[config.mk]
export PLATFORM = sky130hd
export DESIGN_NAME = risc_controller
export DESIGN_NICKNAME = d
export VERILOG_FILES = /design/src/rtl/risc_controller.sv
export SDC_FILE = /design/constraint.sdc
export NUM_CORES = 1
export LEC_CHECK = 0
export ABC_AREA = 1
export CAP_MARGIN = 30
export CORE_AREA = 2 2 39 41
export CTS_CLUSTER_SIZE = 25
export DETAILED_ROUTE_END_ITERATION = 10
export DIE_AREA = 0 0 41 43
export PLACE_DENSITY_LB_ADDON = 0.1
export SLEW_MARGIN = 5
export SYNTH_ARGS = -nofsm -noshare
export SYNTH_HDL_FRONTEND = slang
export SYNTH_SLANG_ARGS = --single-unit
[constraint.sdc]
create_clock -name i_ctrl_clk -period 1.9 [get_ports i_ctrl_clk]
set_input_delay 0.57 -clock i_ctrl_clk [delete_from_list [all_inputs] [get_ports i_ctrl_clk]]
set_output_delay 0.57 -clock i_ctrl_clk [all_outputs]
set_load 0.02 [all_outputs]
[src/rtl/risc_controller.sv]
//------------------------------------------------------------------------------
// risc_controller : VeriRISC 8-phase instruction sequencer with sticky halt.
// Revision: 1.0
//------------------------------------------------------------------------------
`default_nettype none

module risc_controller (
    input  logic       i_ctrl_clk,
    input  logic       i_ctrl_rst,
    input  logic [2:0] i_ctrl_opcode,
    input  logic       i_ctrl_zero,
    output logic       o_ctrl_sel,
    output logic       o_ctrl_rd,
    output logic       o_ctrl_ld_ir,
    output logic       o_ctrl_halt,
    output logic       o_ctrl_inc_pc,
    output logic       o_ctrl_ld_ac,
    output logic       o_ctrl_ld_pc,
    output logic       o_ctrl_wr,
    output logic       o_ctrl_data_e,
    output logic [2:0] o_ctrl_phase
);

    localparam logic [2:0] OP_HLT = 3'd0;
    localparam logic [2:0] OP_SKZ = 3'd1;
    localparam logic [2:0] OP_ADD = 3'd2;
    localparam logic [2:0] OP_AND = 3'd3;
    localparam logic [2:0] OP_XOR = 3'd4;
    localparam logic [2:0] OP_LDA = 3'd5;
    localparam logic [2:0] OP_STO = 3'd6;
    localparam logic [2:0] OP_JMP = 3'd7;

    typedef enum logic [2:0] {
        INST_ADDR  = 3'd0,
        INST_FETCH = 3'd1,
        INST_LOAD  = 3'd2,
        IDLE       = 3'd3,
        OP_ADDR    = 3'd4,
        OP_FETCH   = 3'd5,
        ALU_OP     = 3'd6,
        STORE      = 3'd7
    } phase_t;

    phase_t phase;
    logic   halted;

    logic is_hlt, is_skz, is_sto, is_jmp, is_aluop;

    // A HLT holds the counter in OP_ADDR rather than letting it advance.
    always_ff @(posedge i_ctrl_clk or posedge i_ctrl_rst) begin
        if (i_ctrl_rst) begin
            phase  <= INST_ADDR;
            halted <= 1'b0;
        end else if (!halted) begin
            if (phase == OP_ADDR && i_ctrl_opcode == OP_HLT) begin
                halted <= 1'b1;
            end else begin
                phase <= phase_t'(phase + 3'd1);
            end
        end
    end

    always_comb begin
        is_hlt   = (i_ctrl_opcode == OP_HLT);
        is_skz   = (i_ctrl_opcode == OP_SKZ);
        is_sto   = (i_ctrl_opcode == OP_STO);
        is_jmp   = (i_ctrl_opcode == OP_JMP);
        is_aluop = (i_ctrl_opcode == OP_ADD) || (i_ctrl_opcode == OP_AND) ||
                   (i_ctrl_opcode == OP_XOR) || (i_ctrl_opcode == OP_LDA);
    end

    // The opcode is referenced only in phases 4-7 so an unknown IR during
    // fetch cannot leak onto the strobes.
    always_comb begin
        o_ctrl_sel    = 1'b0;
        o_ctrl_rd     = 1'b0;
        o_ctrl_ld_ir  = 1'b0;
        o_ctrl_halt   = 1'b0;
        o_ctrl_inc_pc = 1'b0;
        o_ctrl_ld_ac  = 1'b0;
        o_ctrl_ld_pc  = 1'b0;
        o_ctrl_wr     = 1'b0;
        o_ctrl_data_e = 1'b0;
        if (halted) begin
            o_ctrl_halt = 1'b1;
        end else begin
            case (phase)
                INST_ADDR: begin
                    o_ctrl_sel = 1'b1;
                end
                INST_FETCH: begin
                    o_ctrl_sel = 1'b1;
                    o_ctrl_rd  = 1'b1;
                end
                INST_LOAD, IDLE: begin
                    o_ctrl_sel   = 1'b1;
                    o_ctrl_rd    = 1'b1;
                    o_ctrl_ld_ir = 1'b1;
                end
                OP_ADDR: begin
                    o_ctrl_halt   = is_hlt;
                    o_ctrl_inc_pc = !is_hlt;
                end
                OP_FETCH: begin
                    o_ctrl_rd = is_aluop;
                end
                ALU_OP: begin
                    o_ctrl_rd     = is_aluop;
                    o_ctrl_inc_pc = is_skz && i_ctrl_zero;
                    o_ctrl_ld_pc  = is_jmp;
                    o_ctrl_data_e = is_sto;
                end
                STORE: begin
                    o_ctrl_rd     = is_aluop;
                    o_ctrl_ld_ac  = is_aluop;
                    o_ctrl_inc_pc = is_jmp;
                    o_ctrl_ld_pc  = is_jmp;
                    o_ctrl_wr     = is_sto;
                    o_ctrl_data_e = is_sto;
                end
                default: ;
            endcase
        end
    end

    assign o_ctrl_phase = phase;

endmodule

`default_nettype wire

==> summary.txt, run 1 <==
Detailed routing
  – Initial DRC Count: 5
  – DRT Wirelength: 1150 um
  – Wire length per cell: 10.4 um
  – Top layer in use: met4
  – Drt drc: 0
  – Post-route ant nets: 0
  – Wire length on met1: 415 um
  – Met3 wire length: ~64 um
  – Vias: 484
  – Met2 wire length: 648 um
  – Initial DRT Pass Iterations: 4
  – Vias per cell: 4.40

Finish
  – Fill cells: 135
  – Nets@finish: approximately 110
  – Commonest non-fill, non-tap cell in the layout: nand2_1
  – Layout cells sized above 1: 54.3%
  – Area Overhead vs Synth: 83.6%
  – Inserted Diodes: 0
  – Finished Cell Area: 797 um2
  – Most frequent cells in the layout: nand2_1 (15), buf_4 (14), inv_2 (6)

Floorplan
  – Core region area: 1380 um2
  – Die ar.: approximately 1800 um2
  – Top-level port count: 18
  – Die Y: approximately 43 um
  – Row count: 14
  – Initial Utilization: 31.4%
  – Chip width: ~41 um

Run
  – Max Cap Violations: 0

Place
  – GP Congestion: about 0.70
  – DP Wirelength: around 850 um
  – Placed inst area: slightly above 700 um2
  – Port bufs: 17

Critical path
  – Reg-to-Reg Start: o_ctrl_phase[0]$_DFFE_PP0P_
  – Worst-path fanout max: 3
  – CP top delay family: flip-flops
  – Setup crit start: o_ctrl_phase[0]$_DFFE_PP0P_
  – Worst path bufs/invs: 2
  – Crit-path max cell delay: 0.40 ns
  – CP Launch Type: register
  – CP cell instances: ha_2, buf_6, ha_4, a21oi_2, a21oi_1, buf_4
  – Slowest CP cell: dfrtp_1
  – Arrival @ worst endpoint: 1.44 ns
  – Worst Path Required: between 1 and 1.5 ns
  – Crit Path Class: register to primary output
  – Crit. End Element: primary output

Synthesis
  – Seq/Total Area, Yosys: 23.1%
  – Synthesized instance count: 61
  – Yosys top cell by area: dfrtp_1
  – Syn avg cell area: 7.12 um2
  – Area contributors post-synth: dfrtp_1 (23%), ha_1 (17%), nand2_1 (15%)
  – Warnings, synthesis: 0
  – Syn_nets: 73
  – Synth top area share: 23.1%
  – Synth unique cells: 16
  – Yosys reg bits: 4
  – Post-Syn Area: 434 um2

Timing
  – RSZ-0062 raised after global routing: true
  – Setup violators final: 3
  – Final Max Slew Viols: 0
  – Final Cycle Share: 106%
  – Setup_tns: -0.208 ns
  – Slew margin rel.: between 80% and 90%
  – Max Fclk: 497 MHz
  – Tmin final: 2.01 ns
  – Final hold vios: 0
  – Worst Setup Slack, final: -0.110 ns
  – Tightest Pin Transition: ~0.30 ns
  – Skew final: between 0.0007 and 0.0008 ns

Clock network
  – CTS max path bufs: 2
  – Htree depth: 1
  – Clock Tree Root: clkbuf_4
  – Clock Sinks: 4
  – # hold bufs at CTS: 0
  – Worst-path clk slew: ~0.04 ns
  – CTS tree: yes
  – Worst-Skew Late Latency: roughly 0.23 ns
  – CTS Buf Count: 3

Power and ir drop
  – Seq pwr share: 40.0%
  – Comb power frac: about an eighth
  – Pleak: 0.403 nW
  – Clock network power share: a little under half
  – Switching share of power: 21.9%
  – VDD IR max: 0.000401 V
  – Pwr Density: 269 nW/um2
  – P_sw: approximately 0.000047 W
  – Int Power: 0.000167 W

Outcome
  – Failing checks: setup timing
  – Status: complete, but fails checks

GRT
  – Total GRT Usage: 13.7%
  – Largest net degree at the start of global routing: 7
  – GR Overflow Total: 0
  – First-pass GRT wire length: 1650 um
  – Vias in the first global route: approximately 440
  – Initial antenna violation count: 0

Min path
  – Hold crit path type: input port to async pin
routing by layer:
layer / global-route usage, % / up-vias
met3: 1.57 / 2
met1: 13.4 / 212
met5: 0 / -
li1: - / 255
met2: 25.9 / 15
met4: 6.00 / 0
synth_stat cells, drive strengths merged:
master	count
o21ai	1
nor2	5
dfrtp	4
inv	12
a21oi	3
nor3	3
nand3	6
nand2	19
ha	6
nor4	1
buf	1
power groups by stage:
stage | registers [W] | logic, W | clock network [W]
final | 0.0000857 | 0.0000257 | 0.000103
after global routing | 0.0000856 | 0.0000282 | 0.000113
after CTS | 0.0000857 | 0.0000253 | 0.000107
after detailed placement | 0.0000867 | 0.0000272 | 0
after global placement | 0.0000867 | 0.0000269 | 0
after floorplan | 0.0000867 | 0.0000100 | 0
cells by family after synthesis:
logic type / after synthesis / synth area share [%]
buf+inv: 13 / 13.5
simple gates: 34 / 40.6
flops: 4 / 23.1
compound gates: 4 / 5.47
fa+ha+maj: 6 / 17.3
state kept, by name, summed over array words and instances, names as in the netlist:
signal        cells
halted            1
o_ctrl_phase      3
path summary, 6_finish.rpt:
| kind | to | slack (ns) | cells past startpoint |
|---|---|---|---|
| max reg2reg | o_ctrl_phase[2]$_DFFE_PP0P_ | 0.64 | 9 |
| max in group asynchronous | o_ctrl_phase[2]$_DFFE_PP0P_ | 1.23 | 2 |
| min | halted$_DFF_PP0_ | 0.51 | 2 |
| min reg2reg | o_ctrl_phase[0]$_DFFE_PP0P_ | 0.64 | 3 |
| max | o_ctrl_rd | -0.11 | 6 |
| min in group i_ctrl_clk | o_ctrl_phase[0]$_DFFE_PP0P_ | 0.64 | 3 |
worst register-to-register path, stage by stage (launching register included):
cell and delay, ns:
dfrtp_1 0.40, inv_2 0.12, ha_4 0.15, nand2_4 0.06, inv_4 0.06, nand3_4 0.07
nand2_4 0.08, buf_4 0.13, nand2_1 0.06, o21ai_2 0.05
timing repair:
| item | 4_1_cts | 5_1_grt |
|---|---|---|
| endpoints found under the setup margin | 11 | 8 |
| pin swaps | 3 | 10 |
| resized for setup | 49 | 30 |
| setup buffers | 0 | 0 |
layout make-up:
class | instances | area [um2] | area share, %
well taps | 16 | 20.0 | 2.51
repair buffers | 31 | 249 | 31.2
multi-input cells | 44 | 357 | 44.7
flip-flops and latches | 4 | 101 | 12.7
inverters | 12 | 47.5 | 5.97
clock buffers | 3 | 22.5 | 2.83
metrics by stage:
stage | hold WS, ns | total power [W] | setup slack (ns) | utilization (%) | instances
floorplan | 0.336 | 0.0000968 | -0.111 | - | 61
global placement | 0.608 | 0.000114 | -0.789 | 52.4 | 107
detailed placement | 0.613 | 0.000114 | -0.793 | 52.4 | 107
CTS | 0.512 | 0.000218 | -0.130 | 52.1 | 110
global route | 0.544 | 0.000227 | -0.159 | 57.6 | 110
finish | 0.512 | 0.000214 | -0.110 | 57.6 | 110
No activity file was read; power rests on OpenSTA's default activity.
==> inputs of run 2 (changes only) <==
GPL_ROUTABILITY_DRIVEN = 0   (was default)
==> results of run 2 <==
Final layout, timing and power as in run 1 (identical DEF).
